**config.mk**
```make
export PLATFORM = sky130hd
export DESIGN_NAME = csb_cmd_sequencer_flat
export DESIGN_NICKNAME = d
export VERILOG_FILES = /design/src/rtl/csb_cmd_sequencer_if.sv /design/src/rtl/csb_cmd_sequencer.sv /design/src/flat_wrapper.sv
export SDC_FILE = /design/constraint.sdc
export NUM_CORES = 1
export LEC_CHECK = 0
export ABC_CLOCK_PERIOD_IN_PS = 6500
export BUFFER_PORTS_ARGS = -buffer_cell sky130_fd_sc_hd__buf_4
export CORE_MARGIN = 1
export CORE_UTILIZATION = 38
export CTS_CLUSTER_DIAMETER = 60
export CTS_CLUSTER_SIZE = 14
export DETAILED_ROUTE_END_ITERATION = 10
export GPL_TIMING_DRIVEN = 1
export HOLD_SLACK_MARGIN = 0.15
export PLACE_DENSITY_LB_ADDON = 0.12
export SYNTH_ARGS = -nofsm -noshare
export SYNTH_HDL_FRONTEND = slang
export SYNTH_SLANG_ARGS = --single-unit
```
**constraint.sdc**
```tcl
create_clock -name dla_csb_clk -period 6.5 [get_ports dla_csb_clk]
set_input_delay 0.65 -clock dla_csb_clk [delete_from_list [all_inputs] [get_ports dla_csb_clk]]
set_output_delay 0.65 -clock dla_csb_clk [all_outputs]
set_load 0.01 [all_outputs]
```
**src/rtl/csb_cmd_sequencer_if.sv**
```systemverilog
// Command, CSB request, CSB response and host response channels of the CSB command sequencer.
// The master modport is the sequencer side; slave is the host/accelerator side.
interface csb_cmd_sequencer_if;
    logic        cmd_valid;
    logic        cmd_ready;
    logic [15:0] cmd_addr;
    logic [31:0] cmd_wdat;
    logic        cmd_write;
    logic        cmd_nposted;

    logic        csb2nvdla_valid;
    logic        csb2nvdla_ready;
    logic [15:0] csb2nvdla_addr;
    logic [31:0] csb2nvdla_wdat;
    logic        csb2nvdla_write;
    logic        csb2nvdla_nposted;

    logic        nvdla2csb_valid;
    logic [31:0] nvdla2csb_data;
    logic        nvdla2csb_wr_complete;

    logic        rsp_valid;
    logic [31:0] rsp_data;
    logic        rsp_is_write;

    modport master (
        input  cmd_valid, cmd_addr, cmd_wdat, cmd_write, cmd_nposted,
        output cmd_ready,
        output csb2nvdla_valid, csb2nvdla_addr, csb2nvdla_wdat, csb2nvdla_write, csb2nvdla_nposted,
        input  csb2nvdla_ready,
        input  nvdla2csb_valid, nvdla2csb_data, nvdla2csb_wr_complete,
        output rsp_valid, rsp_data, rsp_is_write
    );

    modport slave (
        output cmd_valid, cmd_addr, cmd_wdat, cmd_write, cmd_nposted,
        input  cmd_ready,
        input  csb2nvdla_valid, csb2nvdla_addr, csb2nvdla_wdat, csb2nvdla_write, csb2nvdla_nposted,
        output csb2nvdla_ready,
        output nvdla2csb_valid, nvdla2csb_data, nvdla2csb_wr_complete,
        input  rsp_valid, rsp_data, rsp_is_write
    );
endinterface

```
**src/rtl/csb_cmd_sequencer.sv**
```systemverilog
// In-order CSB master: queues register commands, issues them on csb2nvdla_*, tracks
// outstanding reads/non-posted writes, returns responses and flags timeout/unexpected errors.
module csb_cmd_sequencer #(
    parameter int FIFO_DEPTH      = 8,
    parameter int MAX_OUTSTANDING = 4,
    parameter int TIMEOUT_CYCLES  = 1024,
    parameter int CNT_W           = 16
) (
    input  logic                              dla_csb_clk,
    input  logic                              dla_reset_rstn,
    csb_cmd_sequencer_if.master               bus,
    output logic [$clog2(MAX_OUTSTANDING):0]  outstanding,
    output logic                              idle,
    output logic                              timeout_err,
    output logic                              unexp_err,
    input  logic                              err_clr
);
    localparam int PTR_W   = $clog2(FIFO_DEPTH);
    localparam int OUT_W   = $clog2(MAX_OUTSTANDING) + 1;
    localparam int ENTRY_W = 16 + 32 + 1 + 1;

    localparam logic [PTR_W:0]   DEPTH_CNT = (PTR_W + 1)'(FIFO_DEPTH);
    localparam logic [OUT_W-1:0] MAX_OUT   = OUT_W'(MAX_OUTSTANDING);
    localparam logic [CNT_W-1:0] TO_LIMIT  = CNT_W'(TIMEOUT_CYCLES);
    localparam logic [CNT_W-1:0] TO_LAST   = CNT_W'(TIMEOUT_CYCLES - 1);

    typedef enum logic {
        ST_IDLE = 1'b0,
        ST_REQ  = 1'b1
    } state_t;

    state_t state_reg, state_next;

    // Command queue storage (no reset so it maps onto RAM)
    logic [ENTRY_W-1:0] mem [FIFO_DEPTH];
    logic [PTR_W-1:0]   wr_ptr_reg, rd_ptr_reg;
    logic [PTR_W:0]     count_reg;
    logic               full, empty, push, pop;
    logic [ENTRY_W-1:0] push_entry, head_entry;
    logic [15:0]        head_addr;
    logic [31:0]        head_wdat;
    logic               head_write, head_nposted, head_elig;

    // Request output registers
    logic [15:0] req_addr_reg;
    logic [31:0] req_wdat_reg;
    logic        req_write_reg, req_nposted_reg;
    logic        load;

    // Outstanding / response tracking
    logic [OUT_W-1:0] outstanding_reg, outstanding_next;
    logic [OUT_W-1:0] wr_pend_reg, wr_pend_next, wr_total;
    logic             hs, inc, rd_acc, wr_acc, emit_rd, emit_wr, unexp_evt, any_rsp;
    logic             rsp_valid_reg, rsp_is_write_reg;
    logic [31:0]      rsp_data_reg;

    // Timeout and error flags
    logic [CNT_W-1:0] to_cnt_reg, to_cnt_next;
    logic             timeout_evt;
    logic             timeout_err_reg, timeout_err_next;
    logic             unexp_err_reg, unexp_err_next;

    assign full  = (count_reg == DEPTH_CNT);
    assign empty = (count_reg == '0);
    assign push  = bus.cmd_valid && !full;
    assign pop   = load;

    // nposted is meaningless for reads, so it is stored cleared for them
    assign push_entry = {bus.cmd_addr, bus.cmd_wdat, bus.cmd_write, bus.cmd_write & bus.cmd_nposted};
    assign head_entry = mem[rd_ptr_reg];
    assign head_addr    = head_entry[49:34];
    assign head_wdat    = head_entry[33:2];
    assign head_write   = head_entry[1];
    assign head_nposted = head_entry[0];

    always_ff @(posedge dla_csb_clk) begin
        if (push) begin
            mem[wr_ptr_reg] <= push_entry;
        end
    end

    // Response acceptance: a response is legal only while something is outstanding
    assign rd_acc    = bus.nvdla2csb_valid && (outstanding_reg != '0);
    assign wr_acc    = bus.nvdla2csb_wr_complete && (outstanding_reg > OUT_W'(rd_acc));
    assign unexp_evt = (bus.nvdla2csb_valid && !rd_acc) || (bus.nvdla2csb_wr_complete && !wr_acc);
    assign any_rsp   = bus.nvdla2csb_valid || bus.nvdla2csb_wr_complete;

    assign hs  = (state_reg == ST_REQ) && bus.csb2nvdla_ready;
    assign inc = hs && (!req_write_reg || req_nposted_reg);

    assign outstanding_next = outstanding_reg + OUT_W'(inc) - OUT_W'(rd_acc) - OUT_W'(wr_acc);

    // Eligibility looks at the count after this cycle's handshake and responses
    assign head_elig = !empty && ((head_write && !head_nposted) || (outstanding_next < MAX_OUT));

    always_comb begin
        state_next = state_reg;
        load       = 1'b0;
        case (state_reg)
            ST_IDLE: begin
                if (head_elig) begin
                    state_next = ST_REQ;
                    load       = 1'b1;
                end
            end
            ST_REQ: begin
                if (hs) begin
                    if (head_elig) begin
                        load = 1'b1;
                    end else begin
                        state_next = ST_IDLE;
                    end
                end
            end
            default: begin
                state_next = ST_IDLE;
            end
        endcase
    end

    // Read data always goes out first; completions carry no payload, so a count is enough to defer them
    always_comb begin
        wr_total     = wr_pend_reg + OUT_W'(wr_acc);
        emit_rd      = rd_acc;
        emit_wr      = !rd_acc && (wr_total != '0);
        wr_pend_next = wr_total - OUT_W'(emit_wr);
    end

    always_comb begin
        to_cnt_next = to_cnt_reg;
        timeout_evt = 1'b0;
        if ((outstanding_reg == '0) || any_rsp) begin
            to_cnt_next = '0;
        end else if (to_cnt_reg != TO_LIMIT) begin
            to_cnt_next = to_cnt_reg + CNT_W'(1);
            timeout_evt = (to_cnt_reg == TO_LAST);
        end
    end

    // A new error event beats a clear in the same cycle
    always_comb begin
        timeout_err_next = timeout_err_reg;
        unexp_err_next   = unexp_err_reg;
        if (err_clr) begin
            timeout_err_next = 1'b0;
            unexp_err_next   = 1'b0;
        end
        if (timeout_evt) begin
            timeout_err_next = 1'b1;
        end
        if (unexp_evt) begin
            unexp_err_next = 1'b1;
        end
    end

    always_ff @(posedge dla_csb_clk or negedge dla_reset_rstn) begin
        if (!dla_reset_rstn) begin
            state_reg        <= ST_IDLE;
            wr_ptr_reg       <= '0;
            rd_ptr_reg       <= '0;
            count_reg        <= '0;
            req_addr_reg     <= '0;
            req_wdat_reg     <= '0;
            req_write_reg    <= 1'b0;
            req_nposted_reg  <= 1'b0;
            outstanding_reg  <= '0;
            wr_pend_reg      <= '0;
            rsp_valid_reg    <= 1'b0;
            rsp_data_reg     <= '0;
            rsp_is_write_reg <= 1'b0;
            to_cnt_reg       <= '0;
            timeout_err_reg  <= 1'b0;
            unexp_err_reg    <= 1'b0;
        end else begin
            state_reg <= state_next;
            if (push) begin
                wr_ptr_reg <= wr_ptr_reg + PTR_W'(1);
            end
            if (pop) begin
                rd_ptr_reg <= rd_ptr_reg + PTR_W'(1);
            end
            case ({push, pop})
                2'b10:   count_reg <= count_reg + (PTR_W + 1)'(1);
                2'b01:   count_reg <= count_reg - (PTR_W + 1)'(1);
                default: count_reg <= count_reg;
            endcase
            if (load) begin
                req_addr_reg    <= head_addr;
                req_wdat_reg    <= head_wdat;
                req_write_reg   <= head_write;
                req_nposted_reg <= head_nposted;
            end
            outstanding_reg  <= outstanding_next;
            wr_pend_reg      <= wr_pend_next;
            rsp_valid_reg    <= emit_rd || emit_wr;
            rsp_data_reg     <= emit_rd ? bus.nvdla2csb_data : 32'h0;
            rsp_is_write_reg <= emit_wr;
            to_cnt_reg       <= to_cnt_next;
            timeout_err_reg  <= timeout_err_next;
            unexp_err_reg    <= unexp_err_next;
        end
    end

    assign bus.cmd_ready         = !full;
    assign bus.csb2nvdla_valid   = (state_reg == ST_REQ);
    assign bus.csb2nvdla_addr    = req_addr_reg;
    assign bus.csb2nvdla_wdat    = req_wdat_reg;
    assign bus.csb2nvdla_write   = req_write_reg;
    assign bus.csb2nvdla_nposted = req_nposted_reg;
    assign bus.rsp_valid         = rsp_valid_reg;
    assign bus.rsp_data          = rsp_data_reg;
    assign bus.rsp_is_write      = rsp_is_write_reg;

    assign outstanding = outstanding_reg;
    assign idle        = empty && (state_reg == ST_IDLE) && (outstanding_reg == '0);
    assign timeout_err = timeout_err_reg;
    assign unexp_err   = unexp_err_reg;
endmodule
```
**src/flat_wrapper.sv**
```systemverilog
// flat-port wrapper written by rule: the top's interface ports become plain ports
module csb_cmd_sequencer_flat 
#(
    parameter int FIFO_DEPTH      = 8,
    parameter int MAX_OUTSTANDING = 4,
    parameter int TIMEOUT_CYCLES  = 1024,
    parameter int CNT_W           = 16
)
  (dla_csb_clk, dla_reset_rstn, outstanding, idle, timeout_err, unexp_err, err_clr, bus_cmd_valid, bus_cmd_addr, bus_cmd_wdat, bus_cmd_write, bus_cmd_nposted, bus_cmd_ready, bus_csb2nvdla_valid, bus_csb2nvdla_addr, bus_csb2nvdla_wdat, bus_csb2nvdla_write, bus_csb2nvdla_nposted, bus_csb2nvdla_ready, bus_nvdla2csb_valid, bus_nvdla2csb_data, bus_nvdla2csb_wr_complete, bus_rsp_valid, bus_rsp_data, bus_rsp_is_write);
  csb_cmd_sequencer_if bus_i ();
  input  logic dla_csb_clk;
  input  logic dla_reset_rstn;
  output logic [$clog2(MAX_OUTSTANDING):0] outstanding;
  output logic idle;
  output logic timeout_err;
  output logic unexp_err;
  input  logic err_clr;
  input wire logic [$bits(bus_i.cmd_valid)-1:0] bus_cmd_valid;
  input wire logic [$bits(bus_i.cmd_addr)-1:0] bus_cmd_addr;
  input wire logic [$bits(bus_i.cmd_wdat)-1:0] bus_cmd_wdat;
  input wire logic [$bits(bus_i.cmd_write)-1:0] bus_cmd_write;
  input wire logic [$bits(bus_i.cmd_nposted)-1:0] bus_cmd_nposted;
  output wire logic [$bits(bus_i.cmd_ready)-1:0] bus_cmd_ready;
  output wire logic [$bits(bus_i.csb2nvdla_valid)-1:0] bus_csb2nvdla_valid;
  output wire logic [$bits(bus_i.csb2nvdla_addr)-1:0] bus_csb2nvdla_addr;
  output wire logic [$bits(bus_i.csb2nvdla_wdat)-1:0] bus_csb2nvdla_wdat;
  output wire logic [$bits(bus_i.csb2nvdla_write)-1:0] bus_csb2nvdla_write;
  output wire logic [$bits(bus_i.csb2nvdla_nposted)-1:0] bus_csb2nvdla_nposted;
  input wire logic [$bits(bus_i.csb2nvdla_ready)-1:0] bus_csb2nvdla_ready;
  input wire logic [$bits(bus_i.nvdla2csb_valid)-1:0] bus_nvdla2csb_valid;
  input wire logic [$bits(bus_i.nvdla2csb_data)-1:0] bus_nvdla2csb_data;
  input wire logic [$bits(bus_i.nvdla2csb_wr_complete)-1:0] bus_nvdla2csb_wr_complete;
  output wire logic [$bits(bus_i.rsp_valid)-1:0] bus_rsp_valid;
  output wire logic [$bits(bus_i.rsp_data)-1:0] bus_rsp_data;
  output wire logic [$bits(bus_i.rsp_is_write)-1:0] bus_rsp_is_write;
  assign bus_i.cmd_valid = bus_cmd_valid;
  assign bus_i.cmd_addr = bus_cmd_addr;
  assign bus_i.cmd_wdat = bus_cmd_wdat;
  assign bus_i.cmd_write = bus_cmd_write;
  assign bus_i.cmd_nposted = bus_cmd_nposted;
  assign bus_cmd_ready = bus_i.cmd_ready;
  assign bus_csb2nvdla_valid = bus_i.csb2nvdla_valid;
  assign bus_csb2nvdla_addr = bus_i.csb2nvdla_addr;
  assign bus_csb2nvdla_wdat = bus_i.csb2nvdla_wdat;
  assign bus_csb2nvdla_write = bus_i.csb2nvdla_write;
  assign bus_csb2nvdla_nposted = bus_i.csb2nvdla_nposted;
  assign bus_i.csb2nvdla_ready = bus_csb2nvdla_ready;
  assign bus_i.nvdla2csb_valid = bus_nvdla2csb_valid;
  assign bus_i.nvdla2csb_data = bus_nvdla2csb_data;
  assign bus_i.nvdla2csb_wr_complete = bus_nvdla2csb_wr_complete;
  assign bus_rsp_valid = bus_i.rsp_valid;
  assign bus_rsp_data = bus_i.rsp_data;
  assign bus_rsp_is_write = bus_i.rsp_is_write;
  csb_cmd_sequencer #(.FIFO_DEPTH(FIFO_DEPTH), .MAX_OUTSTANDING(MAX_OUTSTANDING), .TIMEOUT_CYCLES(TIMEOUT_CYCLES), .CNT_W(CNT_W)) u_core (.dla_csb_clk(dla_csb_clk), .dla_reset_rstn(dla_reset_rstn), .bus(bus_i), .outstanding(outstanding), .idle(idle), .timeout_err(timeout_err), .unexp_err(unexp_err), .err_clr(err_clr));
endmodule
```
# Word-level counts from Yosys, hierarchy flattened

Memories as Yosys holds them, arrays and structs flattened.
Cells that the tools add are included.

$add $sub $neg: 10
$mul: 0
Div/mod/pow operators: 0
Magnitude comparators: 2
Eq/ne operators: 5
Shift-type cells: 0
Muxes and demuxes: 16
Bitwise logic cells: 2
Reduce and logical (&&, ||, !) cells: 32

Operator list:

| cell                                                                       | number |
|---|---|
| 16-bit 2-to-1 mux                                                          | 2 |
| 32-bit 2-to-1 mux                                                          | 1 |
| 16-bit by 1-bit adder with 16-bit output (second input constant)           | 1 |
| 16-bit by 10-bit == test with 1-bit output (second input constant)         | 1 |
| 16-bit by 11-bit inequality test with 1-bit output (second input constant) | 1 |
| 1-bit logical AND                                                          | 12 |
| 1-bit 2-to-1 mux                                                           | 10 |
| 3-bit by 1-bit subtractor with 3-bit output                                | 3 |
| 4-bit one-hot mux with 2 select lines                                      | 1 |
| 2-bit nonzero test                                                         | 4 |
| 3-bit by 1-bit adder with 3-bit output                                     | 2 |
| 3-bit by 1-bit adder with 3-bit output (second input constant)             | 2 |
| 1-bit logical NOT                                                          | 6 |
| 1-bit logical OR                                                           | 6 |
| 3-bit nonzero test                                                         | 2 |
| 4-bit by 1-bit adder with 4-bit output (second input constant)             | 1 |
| 4-bit == test (second input constant)                                      | 1 |
| 4-bit logical NOT                                                          | 1 |
| 1-bit one-hot mux with 2 select lines                                      | 2 |
| 4-bit by 1-bit subtractor with 4-bit output (second input constant)        | 1 |
| 3-bit by 1-bit > comparator with 1-bit output                              | 1 |
| 3-bit logical NOT                                                          | 1 |
| 3-bit < comparator (second input constant)                                 | 1 |
| 2-bit by 1-bit == test with 1-bit output (second input constant)           | 1 |
| 3 further kinds                                                            | 3 |

Flip-flop bits (word level): 119
Bits in latches: 0
RAM bits: 400
ROM bits: 0
Input port bits: 89
Output and inout bits: 92
Logic and storage cells: 84
Memories: 1

Memories:

| memory     | words | bits a word | rd ports | clocked after memory_dff | wr ports | line                    | RTL |
|---|---|---|---|---|---|---|---|
| u_core.mem | 8     | 50          | 1        | 0                        | 1        | csb_cmd_sequencer.sv:35 | `logic [ENTRY_W-1:0] mem [FIFO_DEPTH];` |

# Depth between registers and ports, before layout

Word-level depth: 14
Depth in mapped cells: 24
Gate-level depth less buffers: 22

# Least setup slack after synthesis

Ideal clock, no wire load.

Path kind: input port to flip-flop
Start: in bus_cmd_valid
End: mem u_core.mem[0][0] (netlist bit), enable pin
Library setup time: 0.519 ns
Data arrival time: 4.472 ns
Required time: 5.981 ns
Slack: 1.508 ns
Cell stages on the path: 3
Path buffers: 0
Cell sequence: nand2_1 or2_2 nor3_1

Cells in the longest elaborated chain, start to end: 3

RTL lines:

| what                                   | line                    | RTL |
|---|---|---|
| start, declared                        | flat_wrapper.sv:18      | `input wire logic [$bits(bus_i.cmd_valid)-1:0] bus_cmd_valid;` |
| 1-bit logical AND                      | csb_cmd_sequencer.sv:65 | `assign push = bus.cmd_valid && !full;` |
| 1-bit 2-to-1 mux                       | csb_cmd_sequencer.sv:77 | `if (push) begin` |
| 1-bit 2-to-1 mux (not written as such) | csb_cmd_sequencer.sv:78 | `mem[wr_ptr_reg] <= push_entry;` |
| end, declared                          | csb_cmd_sequencer.sv:35 |  |

No other way between the ends.

# Worst setup path after layout

Start: reg u_core.outstanding_reg[1], in the netlist u_core.outstanding[1]
End: reg u_core.count_reg[3]

Cells in the longest elaborated chain, start to end: 13
Elaborated cells on any way between the ends: 17
Those cells by class: add/sub (3); order compare (2); eq/ne (2); mux (4); reduce/logical (6)

RTL lines:

| what                                                                                           | line                                               | RTL |
|---|---|---|
| start, declared                                                                                | csb_cmd_sequencer.sv:51                            | `logic [OUT_W-1:0] outstanding_reg, outstanding_next;` |
| start signal, assigned                                                                         | csb_cmd_sequencer.sv:193                           | `outstanding_reg <= outstanding_next;` |
| parallel branches: the longest is 4 deep, another holds 3-bit by 1-bit adder with 3-bit output | n/a                                                |  |
| 3-bit by 1-bit subtractor with 3-bit output *                                                  | csb_cmd_sequencer.sv:91                            | `assign outstanding_next = outstanding_reg + OUT_W'(inc) - OUT_W'(rd_acc) - OUT_W'(wr_acc);` |
| via u_core.outstanding_next[2]                                                                 | csb_cmd_sequencer.sv:51                            |  |
| 3-bit < comparator *                                                                           | csb_cmd_sequencer.sv:94                            | `assign head_elig = !empty && ((head_write && !head_nposted) \|\| (outstanding_next < MAX_OUT));` |
| 1-bit logical OR *                                                                             | csb_cmd_sequencer.sv:94                            |  |
| 1-bit logical AND *                                                                            | csb_cmd_sequencer.sv:94                            |  |
| 1-bit 2-to-1 mux *                                                                             | csb_cmd_sequencer.sv:101, csb_cmd_sequencer.sv:108 |  |
| 1-bit 2-to-1 mux                                                                               | csb_cmd_sequencer.sv:107                           | `if (hs) begin` |
| 1-bit one-hot mux with 2 select lines *                                                        | csb_cmd_sequencer.sv:99                            | `case (state_reg)` |
| 2-bit by 1-bit == test with 1-bit output / 2-bit == test (equally long branches)               | csb_cmd_sequencer.sv:182                           | `case ({push, pop})` |
| 4-bit one-hot mux with 2 select lines / 2-bit nonzero test (equally long branches)             | n/a                                                |  |
| end signal, assigned                                                                           | csb_cmd_sequencer.sv:183                           | `2'b10: count_reg <= count_reg + (PTR_W + 1)'(1);` |
| end signal, assigned                                                                           | csb_cmd_sequencer.sv:184                           | `2'b01: count_reg <= count_reg - (PTR_W + 1)'(1);` |
| end signal, assigned                                                                           | csb_cmd_sequencer.sv:185                           | `default: count_reg <= count_reg;` |
| end, declared                                                                                  | csb_cmd_sequencer.sv:37                            | `logic [PTR_W:0] count_reg;` |

Mark *: on every way through the listed nets, which the timed path passes.
A chain may end at the register's enable or synchronous reset.

==> summary.md <==
| Metric | Value |
|---|---|
| Outcome | `complete, but fails checks` |
| Failing checks | `DRC` |
| Power Density | `456.3 nW/um2` |
| H-tree Lvls | `2` |
| Yosys warns | `0` |
| Die footprint | `52,780 um2` |
| MaxCap Viol Count | `0` |
| Worst Path Required | `6960 ps` |
| Clk pwr share | `24.3%` |
| Commonest register cell after synthesis | `edfxtp_1` |
| Switch share | `32.71%` |
| Routed WL | `44.41 mm` |
| CP Launch Type | `flop` |
| Core Util, Final | `45.39%` |
| Initial antenna violation count | `3` |
| Max Clock Freq | `216.5 MHz` |
| Post-CTS setup repair buffer count | `0` |
| Synthesized instance count | `1,006` |
| Detailed Place HPWL | `22.89 mm` |
| Power Internal | `7.149 mW` |
| Die Wd | `229.7 um` |
| Worst setup EP type | `flop` |
| Crit path max fanout | `4` |
| Setup Skew | `14.17 ps` |
| Register bit count reported by yosys | `519` |
| CORE AREA | `51,300 um2` |
| CP arrival | `5080 ps` |
| Commonest non-fill, non-tap cell in the layout | `edfxtp_1` |
| FF-to-FF setup slack | `1880 ps` |
| CTS tree | `done` |
| CTS buffer count | `45` |
| Port Buffers | `180` |
| Mapped cell area | `19,710 um2` |
| First-pass GRT wire length | `66.43 mm` |
| Gr ovfl total | `0` |
| Async S/R FF share, synth | `22.93%` |
| Max reg flops | `400` |
| Worst hold path type | `in -> async` |
| Final hold violations | `0` |
| GRT Resource Usage Total | `17.10%` |
| TNS Setup | `0 ps` |
| Vias in the first global route | `10,160` |
| Worst-path clk slew | `70 ps` |
| Net count, final | `1,307` |
| Cts hold-fix bufs | `0` |
| Final setup fails | `0` |
| Switching power total | `3.476 mW` |
| Power Total | `10.63 mW` |
| Pin count of the biggest net entering global routing | `97` |
| Slew Limit Fails | `0` |
| Worst r2r dst | `u_core.count_reg[3]` |
| Critical R2R Launch | `u_core.outstanding[1]` |
| Reg power frac | `43.9%` |
| Combinational power share | `31.8%` |
| Clk sink count | `519` |
| P&R area growth vs syn | `18.16%` |
| RSZ-0062 raised after global routing | `no` |
| Vias per Instance | `5.081` |
| Num ports | `181` |
| Peak VDD IR | `0.6316 mV` |
| Most frequent cells in the layout | `400 x edfxtp_1, 196 x buf_4, 116 x dfrtp_1` |
| Clock Latency Late Sink | `580 ps` |
| Rows | `83` |
| Gpl congestion | `0.6981` |
| Chip height | `229.7 um` |
| Rel. slew slack | `17.61%` |
| Min Hold Slack | `187.3 ps` |
| Min Tclk post-route | `4619 ps` |
| Post-CTS Resized | `0` |
| Via Count | `9,725` |
| DRT Pass-1 Iters | `10` |
| Mapped Avg Cell Area | `19.59 um2` |
| Leakage | `8.373 nW` |
| Critical path type | `reg -> reg` |
| Post-synth EDFFs | `400` |
| Routed length per instance | `23.20 um` |
| Register area share after synthesis | `76.06%` |
| Final Cycle Share | `71.06%` |
| Routed Antenna Nets | `0` |
| Syn_nets | `1,112` |
| DR iter-0 viols | `600` |
| Clock Path Buffers | `3` |
| CTS root buf | `clkbuf_16` |
| DR DRC count | `4` |
| R2R depth | `22` |
| Yosys cell types | `42` |
| Worst slew pin tran | `1233 ps` |
| Initial core utilization | `38.42%` |
| Share of cells above drive strength 1 | `30.58%` |
## how the worst max path moves through the flow
| stage | cells after the start | startpoint | to |
|---|---|---|---|
| 2_1_floorplan | 3 | bus_cmd_valid | u_core.mem[0][0] |
| 3_3_place_gp | 22 | bus_nvdla2csb_valid | u_core.count_reg[3] |
| 3_5_place_dp | 22 | bus_nvdla2csb_valid | u_core.count_reg[3] |
| 4_1_cts | 22 | u_core.outstanding[1] | u_core.count_reg[3] |
| 5_1_grt | 22 | u_core.outstanding[2] | u_core.count_reg[3] |
| 6_report | 22 | u_core.outstanding[1] | u_core.count_reg[3] |
## synthesized netlist by cell type (3+ instances only)
| cell type | n | area [um2] |
|---|---|---|
| o21ai_0 | 53 | 265.3 |
| mux2i_1 | 49 | 490.5 |
| nor2b_1 | 3 | 18.77 |
| nand2b_1 | 7 | 43.79 |
| and2_1 | 34 | 212.7 |
| nand4_1 | 5 | 31.28 |
| nor2_1 | 25 | 93.84 |
| o21ai_1 | 49 | 245.2 |
| edfxtp_1 | 400 | 12010 |
| buf_2 | 11 | 55.05 |
| nor3_1 | 9 | 45.04 |
| and3_1 | 6 | 37.54 |
| a21oi_1 | 4 | 20.02 |
| buf_1 | 5 | 18.77 |
| dfrtp_1 | 119 | 2978 |
| nand3_1 | 5 | 25.02 |
| nand2_1 | 12 | 45.04 |
| ha_1 | 15 | 187.7 |
| clkbuf_1 | 31 | 116.4 |
| inv_1 | 15 | 56.30 |
| mux4_2 | 100 | 2252 |
| xnor2_1 | 12 | 105.1 |
| xor2_1 | 13 | 113.9 |
## power by group through the flow
stage / Clock (mW) / Sequential, mW / Combinational (mW)
after floorplan: 0 / 4.61 / 2.27
after global placement: 0 / 4.74 / 3.46
after detailed placement: 0 / 4.75 / 3.48
after CTS: 2.68 / 4.69 / 3.48
after global routing: 2.78 / 4.74 / 3.72
final: 2.58 / 4.67 / 3.38
## worst max-delay path, stage by stage, from the launching register on
cell      delay [ps]
dfrtp_1          420
nor3_1           400
nor2b_2           90
ha_1             280
nor2_1            40
nor3_1           220
nor2b_1          130
fa_1             400
ha_1             280
inv_1             50
ha_1             200
xnor2_1          190
xnor2_1          130
a21boi_4         150
or2_2            320
inv_2             80
ha_1             200
ha_1             250
a21o_1           180
a21oi_1          160
xnor2_1          140
nor2_1            60
xor2_1           140
## through the flow
step           setup WS (ps)  instances  area [um2]
5_1_grt                 1540       1913       23280
4_1_cts                 1897       1913       23280
3_3_place_gp            1979       1834       21900
3_5_place_dp            1910       1834       21900
2_1_floorplan           1508       1006       19710
6_report                1881       1914       23290
## cell families (layout without fill, tap and decap cells)
kind of cell / count (synthesis) / in the layout / share of synthesized area, %
AND/OR/NAND/NOR: 116 / 116 / 3.168
flip-flops: 519 / 519 / 76.06
adder cells (fa/ha/maj): 17 / 17 / 1.155
AO/OA/AOI/OAI: 111 / 111 / 2.946
multiplexers: 153 / 153 / 14.20
XOR/XNOR: 25 / 25 / 1.111
other: 0 / 1 / 0
buffers and inverters: 65 / 292 / 1.365
## final cells by class
class | instances | area [um2]
clock buffer | 72 | 1309
clock inverter | 7 | 71.32
inverter | 16 | 60.06
fill | 4535 | 28020
antenna | 1 | 2.502
tap | 680 | 850.8
multi-input combinational | 422 | 4509
sequential | 519 | 15000
timing repair buffer | 197 | 1483
## metal layers
metal	vias up	global-route usage (%)	part of all wire, %
li1	4343	-	-
met4	4	4.760	1.8
met3	60	3.596	5.5
met1	5092	23.62	45
met5	-	0	0.047
met2	226	27.47	48
Power figures use the tool's default switching activity.
